<file path="src/rtl/fetch_pkg.sv">
// -----------------------------------------------------------------------------
// fetch_pkg
// Shared types and constants for the fetch stage, the immediate sign-extender
// and the decoder.
//   fetch_state_t : fetch FSM state encoding (2 bits)
//   INSTR_W/PC_W  : instruction and program-counter widths
//   PC_STEP       : sequential PC increment (one 32-bit word)
//   OP_*          : major opcodes shared with the extender and decoder
// -----------------------------------------------------------------------------
package fetch_pkg;

  typedef enum logic [1:0] {
    S_RESET = 2'd0,
    S_REQ   = 2'd1,
    S_HOLD  = 2'd2,
    S_ERR   = 2'd3
  } fetch_state_t;

  localparam int INSTR_W = 32;
  localparam int PC_W    = 64;

  localparam logic [PC_W-1:0] PC_STEP = 64'd4;

  localparam logic [6:0] OP_REG    = 7'b0110011;
  localparam logic [6:0] OP_IMM    = 7'b0010011;
  localparam logic [6:0] OP_LOAD   = 7'b0000011;
  localparam logic [6:0] OP_STORE  = 7'b0100011;
  localparam logic [6:0] OP_BRANCH = 7'b1100011;
  localparam logic [6:0] OP_JALR   = 7'b1100111;
  localparam logic [6:0] OP_LUI    = 7'b0110111;

  // Sequential successor; wraps modulo 2^64 with no overflow indication.
  function automatic logic [PC_W-1:0] pc_next(input logic [PC_W-1:0] pc);
    return pc + PC_STEP;
  endfunction

  // Clears the byte-offset bits so a target always names a whole word.
  function automatic logic [PC_W-1:0] word_align(input logic [PC_W-1:0] pc);
    return pc & ~64'h3;
  endfunction

endpackage

</file>
<file path="src/rtl/fetch_timer.sv">
// -----------------------------------------------------------------------------
// fetch_timer
// Loadable up-counter with synchronous clear and a terminal-count flag, used
// to bound the wait for an instruction-memory response.
// Ports:
//   clk      in  clock, rising edge
//   reset    in  asynchronous active-low reset (count -> 0)
//   clr      in  synchronous clear, highest priority
//   load     in  load load_val
//   load_val in  value loaded when load is high
//   en       in  count up by one
//   tc       out count equals TC_VAL
// -----------------------------------------------------------------------------
module fetch_timer #(
  parameter int           W      = 5,
  parameter logic [W-1:0] TC_VAL = '1
) (
  input  logic         clk,
  input  logic         reset,
  input  logic         clr,
  input  logic         load,
  input  logic [W-1:0] load_val,
  input  logic         en,
  output logic         tc
);

  logic [W-1:0] cnt_q;

  always_ff @(posedge clk or negedge reset) begin
    if (!reset) begin
      cnt_q <= '0;
    end else if (clr) begin
      cnt_q <= '0;
    end else if (load) begin
      cnt_q <= load_val;
    end else if (en) begin
      cnt_q <= cnt_q + 1'b1;
    end
  end

  assign tc = (cnt_q == TC_VAL);

endmodule

</file>
<file path="src/rtl/instr_fetch_reg.sv">
// -----------------------------------------------------------------------------
// instr_fetch_reg
// Fetch stage plus instruction register. Owns the PC, reads words from
// instruction memory over a req/ready handshake, and holds the returned word
// stable for the sign-extender and decoder until the decoder takes it.
// Downstream redirects (PC + extended immediate) replace the next PC.
//
// Build option: FETCH_MISALIGN_CHECK_EN
//   defined   : a redirect with target[1:0] != 0 is refused, the PC is kept,
//               and the stage stops in S_ERR with misalign_err and fetch_err.
//   undefined : redirect targets are word-aligned by clearing bits [1:0];
//               misalign_err does not exist.
//
// Ports:
//   clk            in   clock, rising edge
//   reset          in   asynchronous active-low reset
//   imem_req       out  read request (high in S_REQ)
//   imem_addr      out  read address, equal to pc_out
//   imem_ready     in   response strobe, imem_rdata valid same cycle
//   imem_rdata     in   instruction word
//   ir_out         out  latched instruction
//   ir_valid       out  ir_out holds an unconsumed instruction
//   pc_out         out  PC of the instruction being fetched or held
//   dec_ready      in   decoder consumes ir_out this cycle
//   redirect_valid in   take redirect_pc as next PC
//   redirect_pc    in   redirect target
//   misalign_err   out  sticky misaligned-redirect error (option only)
//   fetch_err      out  sticky fetch error
// -----------------------------------------------------------------------------
module instr_fetch_reg
  import fetch_pkg::*;
#(
  parameter logic [63:0] RESET_PC = 64'h0,
  parameter int          TIMEOUT  = 16
) (
  input  logic               clk,
  input  logic               reset,
  output logic               imem_req,
  output logic [PC_W-1:0]    imem_addr,
  input  logic               imem_ready,
  input  logic [INSTR_W-1:0] imem_rdata,
  output logic [INSTR_W-1:0] ir_out,
  output logic               ir_valid,
  output logic [PC_W-1:0]    pc_out,
  input  logic               dec_ready,
  input  logic               redirect_valid,
  input  logic [PC_W-1:0]    redirect_pc,
`ifdef FETCH_MISALIGN_CHECK_EN
  output logic               misalign_err,
`endif
  output logic               fetch_err
);

  localparam int               TMR_W  = $clog2(TIMEOUT + 1);
  localparam logic [TMR_W-1:0] TMR_TC = TMR_W'(TIMEOUT - 1);

  fetch_state_t        state_q, state_d;
  logic [PC_W-1:0]     pc_q, pc_d;
  logic [INSTR_W-1:0]  ir_q;
  logic                ir_valid_q;
  logic                drop_q, drop_d;
  logic                fetch_err_q;
  logic                pc_ld, ir_ld, set_valid, clr_valid, err_set;
  logic                tmr_clr, tmr_en, tmr_tc;
  logic                redir_bad;
  logic [PC_W-1:0]     redir_target;

`ifdef FETCH_MISALIGN_CHECK_EN
  assign redir_bad    = redirect_valid & (|redirect_pc[1:0]);
  assign redir_target = redirect_pc;
`else
  assign redir_bad    = 1'b0;
  assign redir_target = word_align(redirect_pc);
`endif

  fetch_timer #(
    .W      (TMR_W),
    .TC_VAL (TMR_TC)
  ) u_timer (
    .clk      (clk),
    .reset    (reset),
    .clr      (tmr_clr),
    .load     (1'b0),
    .load_val ('0),
    .en       (tmr_en),
    .tc       (tmr_tc)
  );

  always_ff @(posedge clk or negedge reset) begin
    if (!reset) begin
      state_q <= S_RESET;
    end else begin
      state_q <= state_d;
    end
  end

  // Next state and datapath enables. In S_REQ a redirect outranks both the
  // response and the timeout: the outstanding read belongs to the old PC.
  always_comb begin
    state_d   = state_q;
    pc_ld     = 1'b0;
    pc_d      = pc_q;
    ir_ld     = 1'b0;
    set_valid = 1'b0;
    clr_valid = 1'b0;
    drop_d    = drop_q;
    err_set   = 1'b0;
    tmr_clr   = 1'b0;
    tmr_en    = 1'b0;

    unique case (state_q)
      S_RESET: begin
        state_d = S_REQ;
        tmr_clr = 1'b1;
      end

      S_REQ: begin
        tmr_en = 1'b1;
        if (redirect_valid) begin
          tmr_clr = 1'b1;
          if (redir_bad) begin
            state_d = S_ERR;
            err_set = 1'b1;
          end else begin
            pc_ld  = 1'b1;
            pc_d   = redir_target;
            // A response arriving this same cycle is already discarded, so
            // only an unanswered request leaves a stale word in flight.
            drop_d = !imem_ready;
          end
        end else if (imem_ready) begin
          tmr_clr = 1'b1;
          if (drop_q) begin
            drop_d = 1'b0;
          end else begin
            ir_ld     = 1'b1;
            set_valid = 1'b1;
            state_d   = S_HOLD;
          end
        end else if (tmr_tc) begin
          state_d = S_ERR;
          err_set = 1'b1;
        end
      end

      S_HOLD: begin
        if (dec_ready) begin
          clr_valid = 1'b1;
          tmr_clr   = 1'b1;
          if (redirect_valid && redir_bad) begin
            state_d = S_ERR;
            err_set = 1'b1;
          end else begin
            state_d = S_REQ;
            pc_ld   = 1'b1;
            pc_d    = redirect_valid ? redir_target : pc_next(pc_q);
          end
        end
      end

      S_ERR: begin
        state_d = S_ERR;
      end
    endcase
  end

  always_ff @(posedge clk or negedge reset) begin
    if (!reset) begin
      pc_q        <= RESET_PC;
      ir_q        <= '0;
      ir_valid_q  <= 1'b0;
      drop_q      <= 1'b0;
      fetch_err_q <= 1'b0;
    end else begin
      if (pc_ld) pc_q <= pc_d;
      if (ir_ld) ir_q <= imem_rdata;
      if (set_valid)      ir_valid_q <= 1'b1;
      else if (clr_valid) ir_valid_q <= 1'b0;
      drop_q <= drop_d;
      if (err_set) fetch_err_q <= 1'b1;
    end
  end

`ifdef FETCH_MISALIGN_CHECK_EN
  logic misalign_q;

  // The timeout path only fires without a redirect, so err_set together
  // with redir_bad always means a refused misaligned target.
  always_ff @(posedge clk or negedge reset) begin
    if (!reset) begin
      misalign_q <= 1'b0;
    end else if (err_set && redir_bad) begin
      misalign_q <= 1'b1;
    end
  end

  assign misalign_err = misalign_q;
`endif

  assign imem_req  = (state_q == S_REQ);
  assign imem_addr = pc_q;
  assign pc_out    = pc_q;
  assign ir_out    = ir_q;
  assign ir_valid  = ir_valid_q;
  assign fetch_err = fetch_err_q;

endmodule
</file>
<file path="config.mk">
export PLATFORM = sky130hd
export DESIGN_NAME = instr_fetch_reg
export DESIGN_NICKNAME = d
export VERILOG_FILES = /design/src/rtl/fetch_pkg.sv /design/src/rtl/fetch_timer.sv /design/src/rtl/instr_fetch_reg.sv
export SDC_FILE = /design/constraint.sdc
export NUM_CORES = 1
export LEC_CHECK = 0
export BUFFER_PORTS_ARGS = -buffer_cell sky130_fd_sc_hd__buf_2
export CAP_MARGIN = 20
export CELL_PAD_IN_SITES_DETAIL_PLACEMENT = 0
export CELL_PAD_IN_SITES_GLOBAL_PLACEMENT = 1
export CORE_ASPECT_RATIO = 1.1
export CORE_MARGIN = 2
export CORE_UTILIZATION = 30
export CTS_BUF_LIST = sky130_fd_sc_hd__clkbuf_4 sky130_fd_sc_hd__clkbuf_8
export DETAILED_ROUTE_END_ITERATION = 16
export PLACE_DENSITY_LB_ADDON = 0.2
export SYNTH_ARGS = -nofsm -noshare
export SYNTH_HDL_FRONTEND = slang
export SYNTH_SLANG_ARGS = --single-unit
</file>
<file path="constraint.sdc">
create_clock -name clk -period 2.5 [get_ports clk]
set_clock_uncertainty 0.05 [all_clocks]
set_input_delay 0.375 -clock clk [delete_from_list [all_inputs] [get_ports clk]]
set_output_delay 0.375 -clock clk [all_outputs]
set_load 0.05 [all_outputs]
</file>
Word-level counts from Yosys, hierarchy flattened
Index checks and enable logic that the tools add are counted.
{"block": "totals", "reg_bits": 106, "inputBits": 101, "elab_cells": 59}
{"block": "classes", "n_addsub": 2, "n_eq_ne": 9, "n_mux": 32, "reduce_logical": 9}
{"operator": "$mux W64", "count": 3}
{"operator": "$pmux W64 S2", "count": 1}
{"operator": "$add A64 B3 Y64 const B", "count": 1}
{"operator": "$mux W1", "count": 18}
{"operator": "$mux W2", "count": 5}
{"operator": "$mux W5", "count": 2}
{"operator": "$pmux W2 S4", "count": 1}
{"operator": "$reduce_and A4 Y1", "count": 2}
{"operator": "$reduce_bool A2 Y1", "count": 4}
{"operator": "$add A5 B1 Y5 const B", "count": 1}
{"operator": "$eq A5 B4 Y1 const B", "count": 1}
{"operator": "$eq A2 B2 Y1 const B", "count": 2}
{"operator": "$ne A2 B2 Y1 const B", "count": 2}
{"operator": "$ne A3 B1 Y1 const B", "count": 1}
{"operator": "$ne A3 B3 Y1 const B", "count": 1}
{"operator": "$pmux W1 S3", "count": 1}
{"operator": "$eq A2 B1 Y1 const B", "count": 1}
{"operator": "$logic_not A2 Y1", "count": 1}
{"operator": "$ne A2 B1 Y1 const B", "count": 1}
{"operator": "$pmux W1 S2", "count": 1}
{"operator": "$reduce_and A2 Y1", "count": 1}
{"operator": "$logic_not A1 Y1", "count": 1}

Logic depth before layout (Yosys ltp)
Gate-level depths: netlist of run 1.
{"block": "depth", "word_depth": 5, "depth_mapped": 9, "depth_no_buf": 8}

By module
A second synthesis of run 1 with hierarchy kept.
{"block": "unflattened", "cells_unflattened": 736, "area_unflattened_um2": 6595.1}
{"mod": "instr_fetch_reg", "instances": 1, "cells_per_inst": 705, "area_per_inst_um2": 6292.3, "seq_area_each_um2": 2477.4}
{"mod": "fetch_timer", "instances": 1, "cells_per_inst": 31, "area_per_inst_um2": 302.8, "seq_area_each_um2": 125.1}

Least setup slack after synthesis of run 1
Ideal clock, no wire load.
{"block": "synth_timing", "path_kind": "register to register", "startpoint": "reg state_q[1]", "endpoint": "reg ir_q[0] (netlist: ir_out[0])", "setup_time_ps": 125, "t_arrival_ps": 2344, "required_ps": 2325, "path_slack_ps": -19, "stages_incl_launch_ff": 7, "cell_sequence": "dfrtp_1 > inv_1 > ha_1 > nand2b_1 > nor3b_1 > buf_2 > mux2_2"}
{"block": "synth_via", "elab_chain_cells": 2}
{"item": "start: declaration", "line_no": "instr_fetch_reg.sv:57", "text": "fetch_state_t state_q, state_d;"}
{"item": "start signal: assignment", "line_no": "instr_fetch_reg.sv:93", "text": "state_q <= state_d;"}
{"item": "$eq A2 B1 Y1"}
{"item": "via imem_req", "line_no": "instr_fetch_reg.sv:38", "text": "output logic imem_req,"}
{"item": "$mux W1", "line_no": "instr_fetch_reg.sv:111", "text": "unique case (state_q)"}
{"item": "end signal: assignment", "line_no": "instr_fetch_reg.sv:176", "text": "if (ir_ld) ir_q <= imem_rdata;"}
{"item": "end: declaration", "line_no": "instr_fetch_reg.sv:59", "text": "logic [INSTR_W-1:0] ir_q;"}
The timed path passes the listed nets, and every way through them passes these cells.
A chain may end at the register's enable or synchronous reset.

Worst setup path after layout of run 1
{"block": "layout_timing", "startpoint": "reg pc_q[18] (netlist: imem_addr[18])", "endpoint": "reg pc_q[57] (netlist: imem_addr[57])"}
{"block": "layout_via", "elab_chain_cells": 4}
{"item": "start: declaration", "line_no": "instr_fetch_reg.sv:58", "text": "logic [PC_W-1:0] pc_q, pc_d;"}
{"item": "start signal: assignment", "line_no": "instr_fetch_reg.sv:175", "text": "if (pc_ld) pc_q <= pc_d;"}
{"item": "$add A64 B3 Y64", "line_no": "fetch_pkg.sv:34", "text": "return pc + PC_STEP;"}
{"item": "$mux W64", "line_no": "instr_fetch_reg.sv:156", "text": "pc_d = redirect_valid ? redir_target : pc_next(pc_q);"}
{"item": "$mux W64", "line_no": "instr_fetch_reg.sv:147", "text": "if (dec_ready) begin"}
{"item": "$pmux W64 S2", "line_no": "instr_fetch_reg.sv:111"}
No other way between the ends. The select of a mux whose other input is x is not followed.

==> results by group, run 1 <==
Synth
  – Yosys top cell by area: dfrtp_1
  – Adder-cell share of the synthesized area: 1.31%
  – Post-synth top cells: dfrtp_1, buf_4, nand2_1
  – Post-synthesis mux area share: 6.49%
  – Mean Syn Cell Area: 8.95 µm²
  – Yosys Warn Count: 0
  – Post-synth top area share: 39.0%
  – Number of synthesized flops with an enable pin: 0
  – Register area share after synthesis: 39.0%
  – Main synth FF type: dfrtp_1
  – Ranking of synthesized cells by area: dfrtp_1, buf_4, mux2_2
  – Post-synthesis xor/xnor area fraction: 0.394%
  – Simple-Gate Fraction of Synth Area: 25.2%
  – Count leader, synth: dfrtp_1
  – Cell variety after synth: 68
  – Post-synthesis compound-gate area fraction: 16.8%
  – Main combinational cell family by area after synthesis: simple AND/OR/NAND/NOR gates
  – Mapped Cells: 745
  – Post-synth ARST share: 100%
  – Number of synthesized register bits: 104
  – Cell area after synthesis: 6670 µm²

Floorplanning
  – Die area: 23400 µm²
  – Initial Util: 30.4%
  – Core Footprint: 22000 µm²
  – Ports: 264
  – Die height: 160 µm
  – Die Wd: 146 µm
  – Row cnt: 57

Job
  – Max-Cap Viols: 0

Finish
  – Util after Layout: 38.6%
  – Nets@finish: 1081
  – Finished Layout Cells: 1274
  – Area grow syn2layout: 27.0%
  – Fillcell total: 2311
  – Share of layout cells above drive strength 1: 40.5%

Min path
  – HP Class: primary input to register
  – Hold path cells: 2

STA
  – Setup violations, final: 0
  – Tcrit/Tclk final: 90.5%
  – Achievable Freq: 442 MHz
  – Total negative slack: 0 ns
  – Final number of hold-violating endpoints: 0
  – Worst slew margin: 62.8%
  – Max-slew violation count: 0
  – Minimum clock period: 2.26 ns
  – Tightest Pin Transition: 0.558 ns
  – RSZ-0062 raised after global routing: no

Pwr
  – Switch share: 61.4%
  – Sequential share of power: 26.0%
  – Clock power share: 9.1%
  – Internal power: 5070 µW
  – Comb power frac: 64.9%
  – Final Power: 13100 µW
  – P_sw: 8060 µW
  – Power Density: 1550 nW/µm²
  – Leak Pwr: 0.00385 µW
  – Peak supply drop: 1.05 mV

GRT
  – Largest net degree at the start of global routing: 74
  – First-pass GRT wire length: 36800 µm
  – Initial antenna violation count: 5
  – Vias in the first global route: 6452
  – Tot GR Track Use: 19.7%
  – Grt total ovfl: 0

Routing
  – Final WL: 23300 µm
  – ANT nets after route: 0
  – Initial DRT Pass Iterations: 5
  – Vias per cell: 5.25
  – Post-DR wirelength/cell: 18.3 µm
  – 1st-iter DRT viols: 431
  – Drt drc: 0
  – DR vias: 6689

Clock tree
  – Longest Clk Path Bufs: 2
  – Post-CTS resize count: 0
  – Worst-Skew Late Latency: 0.40 ns
  – TritonCTS clock tree: done
  – Total CTS buffers: 9
  – Clk slew on worst S/H paths: 0.12 ns
  – CTS Sinks: 104
  – Root Buffer Master: clkbuf_8
  – # H-tree levels: 3

Worst setup path
  – Arr. time, crit path: 2.52 ns
  – Worst setup path class: register to register
  – Setup crit end kind: register
  – Largest fanout on the critical path: 9
  – CP startpoint kind: register
  – Worst EP required: 2.76 ns
  – R2R depth: 5

Placed design
  – Final GP Congestion: 0.797
  – DP HPWL: 17300 µm
  – Placed cells: 1256
  – Port buffer count: 257

Run status
  – Status: finished, final reports clean
-- logic make-up after synthesis --
family,count (synthesis)
simple gates,301
compound gates,170
buf+inv,120
flops,104
mux,39
fa+ha+maj,7
xor+xnor,3
other cells,1
-- sequential cells by signal, indices dropped and copies added, names as in the netlist --
name           flops
imem_addr         62
ir_out            32
u_timer.cnt_q      5
state_q            2
drop_q             1
fetch_err          1
ir_valid           1
-- metal layers --
layer,track usage (%),wire length [µm],vias to the layer above,share of wire [%]
li1,-,-,3189,-
met1,26.7,10400,3221,45
met2,32.1,11000,247,47
met3,3.64,1410,28,6.1
met4,5.74,400,4,1.7
met5,0,24,-,0.10
-- repair_timing --
item,in CTS,in global routing
hold buffers,1,0
buffers inserted,0,0
endpoints found under the hold margin,33,0
setup endpoints to repair,0,0
-- power groups by stage --
| stage | clock [µW] | sequential (µW) | combinational (µW) |
|---|---|---|---|
| floorplan | 0 | 6100 | 4110 |
| global placement | 0 | 3440 | 8550 |
| detailed placement | 0 | 3460 | 8570 |
| CTS | 1230 | 3430 | 8580 |
| global route | 1290 | 3590 | 8930 |
| finish | 1190 | 3410 | 8520 |
-- layout by cell type, fill, tap and decap left out, types with 11 or more instances in the layout --
| master | Yosys | layout |
|---|---|---|
| dfrtp_1 | 104 | 104 |
| nand4_1 | 38 | 38 |
| mux2_2 | 33 | 33 |
| o22ai_1 | 15 | 15 |
| a2bb2oi_1 | 11 | 11 |
| nor3_1 | 23 | 22 |
| and3_1 | 23 | 22 |
| nand3_1 | 39 | 38 |
| buf_4 | 66 | 67 |
| a21oi_1 | 53 | 53 |
| nor4_1 | 15 | 15 |
| buf_2 | 12 | 256 |
| o21ai_0 | 23 | 23 |
| nand2_1 | 60 | 60 |
| nor2_1 | 45 | 45 |
-- cell type report --
type	instances	area (µm²)	area share, %
multi-input cells	524	3400	40.1
clock inverters	6	65.1	0.768
clock buffers	10	138	1.62
repair buffers	328	1870	22.1
flip-flops and latches	104	2600	30.7
inverters	6	22.5	0.266
diodes	1	2.50	0.0295
well taps	295	369	4.36
-- stage by stage --
step | hold WS [ns] | worst slack (ns) | instance area, µm²
2_1_floorplan | 0.0294 | 0.0496 | 6690
3_3_place_gp | 0.361 | 0.291 | 8260
3_5_place_dp | 0.352 | 0.262 | 8260
4_1_cts | 0.125 | 0.231 | 8470
5_1_grt | 0.123 | 0.0587 | 8470
6_report | 0.154 | 0.238 | 8470
-- path summary, 6_finish.rpt --
check | startpoint | to | slack [ns]
max in group asynchronous | reset | ir_out[27] | 1.19
worst max-delay path | imem_addr[18] | imem_addr[57] | 0.24
worst min-delay path | imem_rdata[1] | ir_out[1] | 0.15
worst min register to register | ir_valid | ir_valid | 0.44
worst max register to register | imem_addr[18] | imem_addr[57] | 0.24
min in group asynchronous | reset | imem_addr[45] | 0.44
-- worst max-delay path, cell delays in order, from the launching register on --
cell,delay [ns]
dfrtp_1,0.54
nand3_4,0.18
or4_1,0.67
nor4_4,0.33
a311oi_1,0.16
a311oi_1,0.25
(Power assumes the default switching activity.)
==> run 2: changes to the inputs <==
--- a/config.mk
+++ b/config.mk
@@ -5,6 +5,7 @@
 export SDC_FILE = /design/constraint.sdc
 export NUM_CORES = 1
 export LEC_CHECK = 0
+export ABC_AREA = 1
 export BUFFER_PORTS_ARGS = -buffer_cell sky130_fd_sc_hd__buf_2
 export CAP_MARGIN = 20
 export CELL_PAD_IN_SITES_DETAIL_PLACEMENT = 0
==> run 2 against run 1 <==
Area after synthesis increased by 13%. Worst hold slack got worse by 0.0057 ns. Fmax increased by 12%. Count of clock-buffer cells in the layout unchanged. Total power decreased by 12%. Register-to-register slack improved by 0.24 ns. Critical path depth increased by 5. Flip-flop and latch count unchanged. Sequential power increased by 4%. Final area increased by 5.9%. Clock power decreased by 6%. Largest power group unchanged. Highest routed layer unchanged.
==> results by group, run 2 <==
Worst setup path
  – Arr. time, crit path: 2.27 ns
  – Worst EP required: 2.75 ns
  – R2R depth: 10
  – Critical R2R Capture: imem_addr[56]
  – Reg-to-reg startpoint: imem_addr[3]
  – R2R Setup Slk: 0.48 ns
  – Setup crit end kind: register
  – Largest fanout on the critical path: 6
  – Worst setup path class: register to register
  – CP startpoint kind: register

Synth
  – Number of synthesized register bits: 104
  – Cell area after synthesis: 7560 µm²
  – Yosys top cell by area: dfrtp_1
  – Number of synthesized flops with an enable pin: 0
  – Mean Syn Cell Area: 6.70 µm²
  – Register area share after synthesis: 34.4%
  – Post-synth top area share: 34.4%
  – Ranking of synthesized cells by area: dfrtp_1, nand2_1, nor2_1
  – Count leader, synth: nand2_1
  – Main synth FF type: dfrtp_1
  – Post-synth top cells: nand2_1, nor2_1, inv_1
  – Mapped Cells: 1128
  – Cell variety after synth: 37
  – Post-synth ARST share: 100%
  – Yosys Warn Count: 0

STA
  – Minimum clock period: 2.02 ns
  – Setup violations, final: 0
  – Tcrit/Tclk final: 80.8%
  – Worst slew margin: 65.0%
  – RSZ-0062 raised after global routing: no
  – Max-slew violation count: 0
  – Total negative slack: 0 ns
  – PnR worst setup slack: 0.479 ns
  – Tightest Pin Transition: 0.522 ns
  – Achievable Freq: 495 MHz
  – Final number of hold-violating endpoints: 0

GRT
  – Tot GR Track Use: 20.0%
  – First-pass GRT wire length: 40700 µm
  – Largest net degree at the start of global routing: 113
  – Initial antenna violation count: 4
  – Vias in the first global route: 7250
  – Grt total ovfl: 0

Placed design
  – DP HPWL: 21100 µm
  – Final GP Congestion: 0.859
  – Placed cells: 1613
  – DP Worst Slack: 0.442 ns
  – Port buffer count: 257

Clock tree
  – Clk slew on worst S/H paths: 0.12 ns
  – Worst-Skew Late Latency: 0.40 ns
  – Longest Clk Path Bufs: 2
  – # H-tree levels: 3
  – CTS Sinks: 104
  – Total CTS buffers: 9
  – # Post-CTS Setup Buffers: 0
  – Post-CTS resize count: 0
  – Root Buffer Master: clkbuf_8
  – TritonCTS clock tree: done

Routing
  – Vias per cell: 4.69
  – Initial DRT Pass Iterations: 5
  – 1st-iter DRT viols: 382
  – DR vias: 7646
  – Drt drc: 0
  – ANT nets after route: 0
  – Final WL: 26800 µm
  – Post-DR wirelength/cell: 16.4 µm

Min path
  – HP Class: primary input to register
  – Worst hold start: imem_rdata[9]
  – Hold path cells: 2
  – Hold Path End: ir_out[9]

Finish
  – Commonest non-fill, non-tap cell in the layout: nand2_1
  – Number of diodes: 0
  – Commonest non-fill, non-tap cells in the layout: nand2_1, buf_2, nor2_1, inv_1, dfrtp_1
  – Max reg flops: 62
  – Multi-input gate area: 3870 µm²
  – Util after Layout: 36.4%
  – Nets@finish: 1423
  – Register area: 2600 µm²
  – Area grow syn2layout: 18.7%
  – Fillcell total: 2779
  – Share of layout cells above drive strength 1: 27.3%
  – Finished Layout Cells: 1630

Pwr
  – Power Density: 1300 nW/µm²
  – Final Power: 11600 µW
  – Peak supply drop: 1.01 mV
  – Leak Pwr: 0.00466 µW

Floorplanning
  – Die area: 26500 µm²
  – Die Wd: 155 µm
  – Die height: 170 µm
  – Ports: 264
  – Core Footprint: 24600 µm²
  – Initial Util: 30.7%
  – Row cnt: 60

Run status
  – Status: finished, final reports clean

Job
  – Max-Cap Viols: 0
## run 2: cell types whose count changed in the layout (fill, tap and decap cells not counted), sizes merged, moves of 10 or more
cell,change
nor3,-15
inv,+115
nor4,-20
nand4,-28
buf,-59
nand2,+279
a21oi,-18
or3,-10
nand3,+42
and3,-22
o21ai,+25
nor2,+164
## run 2: worst max path at each step
| stage | startpoint | endpoint | slack (ns) | depth (start not counted) |
|---|---|---|---|---|
| after floorplan | state_q[1] | ir_out[0] | 0.37 | 8 |
| final | imem_addr[3] | imem_addr[56] | 0.48 | 10 |
| after detailed placement | imem_addr[3] | imem_addr[62] | 0.44 | 10 |
| after global placement | imem_addr[3] | imem_addr[62] | 0.47 | 10 |
| after CTS | imem_addr[3] | imem_addr[62] | 0.45 | 10 |
| after global routing | imem_addr[3] | imem_addr[62] | 0.26 | 10 |
## run 2: per-layer routing
| metal | GRT usage (%) | vias up | wire [µm] |
|---|---|---|---|
| met5 | 0 | - | 22 |
| li1 | - | 3851 | - |
| met1 | 25.3 | 3536 | 11500 |
| met3 | 3.57 | 17 | 1460 |
| met2 | 35.8 | 238 | 13500 |
| met4 | 4.03 | 4 | 207 |
## run 2: power by group
group | internal [µW] | switching [µW] | total [µW]
clock | 402 | 718 | 1120
combinational | 1500 | 5470 | 6970
sequential | 2400 | 1140 | 3530
## run 2: cell type report
type / instances / share of cell area [%]
flip-flops and latches: 104 / 29.0
repair buffers: 269 / 16.2
multi-input cells: 810 / 43.2
clock inverters: 6 / 0.697
clock buffers: 10 / 1.46
well taps: 310 / 4.32
inverters: 121 / 5.06
## run 2: kinds of logic (layout without fill, tap and decap cells)
group,count (synthesis),in the layout,share of synthesized area (%)
AOI/OAI and AO/OA,101,101,7.17
xor gates and xnor gates,8,8,0.927
adders and majority gates,7,7,1.16
buffers and inverters,217,406,14.5
DFF,104,104,34.4
muxes,32,32,4.77
other,1,4,0.0496
and+or+nand+nor,658,658,37.0
## run 2: what timing repair did
item	4_1_cts	5_1_grt
hold buffers	1	0
endpoints found under the hold margin	31	0
setup endpoints to repair	0	0
## run 2: per-stage QoR
step | hold WS [ns] | instance area (µm²)
after floorplan | 0.0294 | 7570
after global placement | 0.339 | 8770
after detailed placement | 0.333 | 8770
after CTS | 0.122 | 8970
after global routing | 0.126 | 8970
final | 0.148 | 8970
## run 2: critical path, stage by stage, from the launching register on
cell     delay, ns
dfrtp_1       0.50
ha_1          0.25
nand2_2       0.10
nor2_8        0.16
nand2_1       0.21
inv_2         0.18
nand2_1       0.07
o21ai_1       0.13
nand3_1       0.13
nand2_1       0.10
nand2_1       0.05
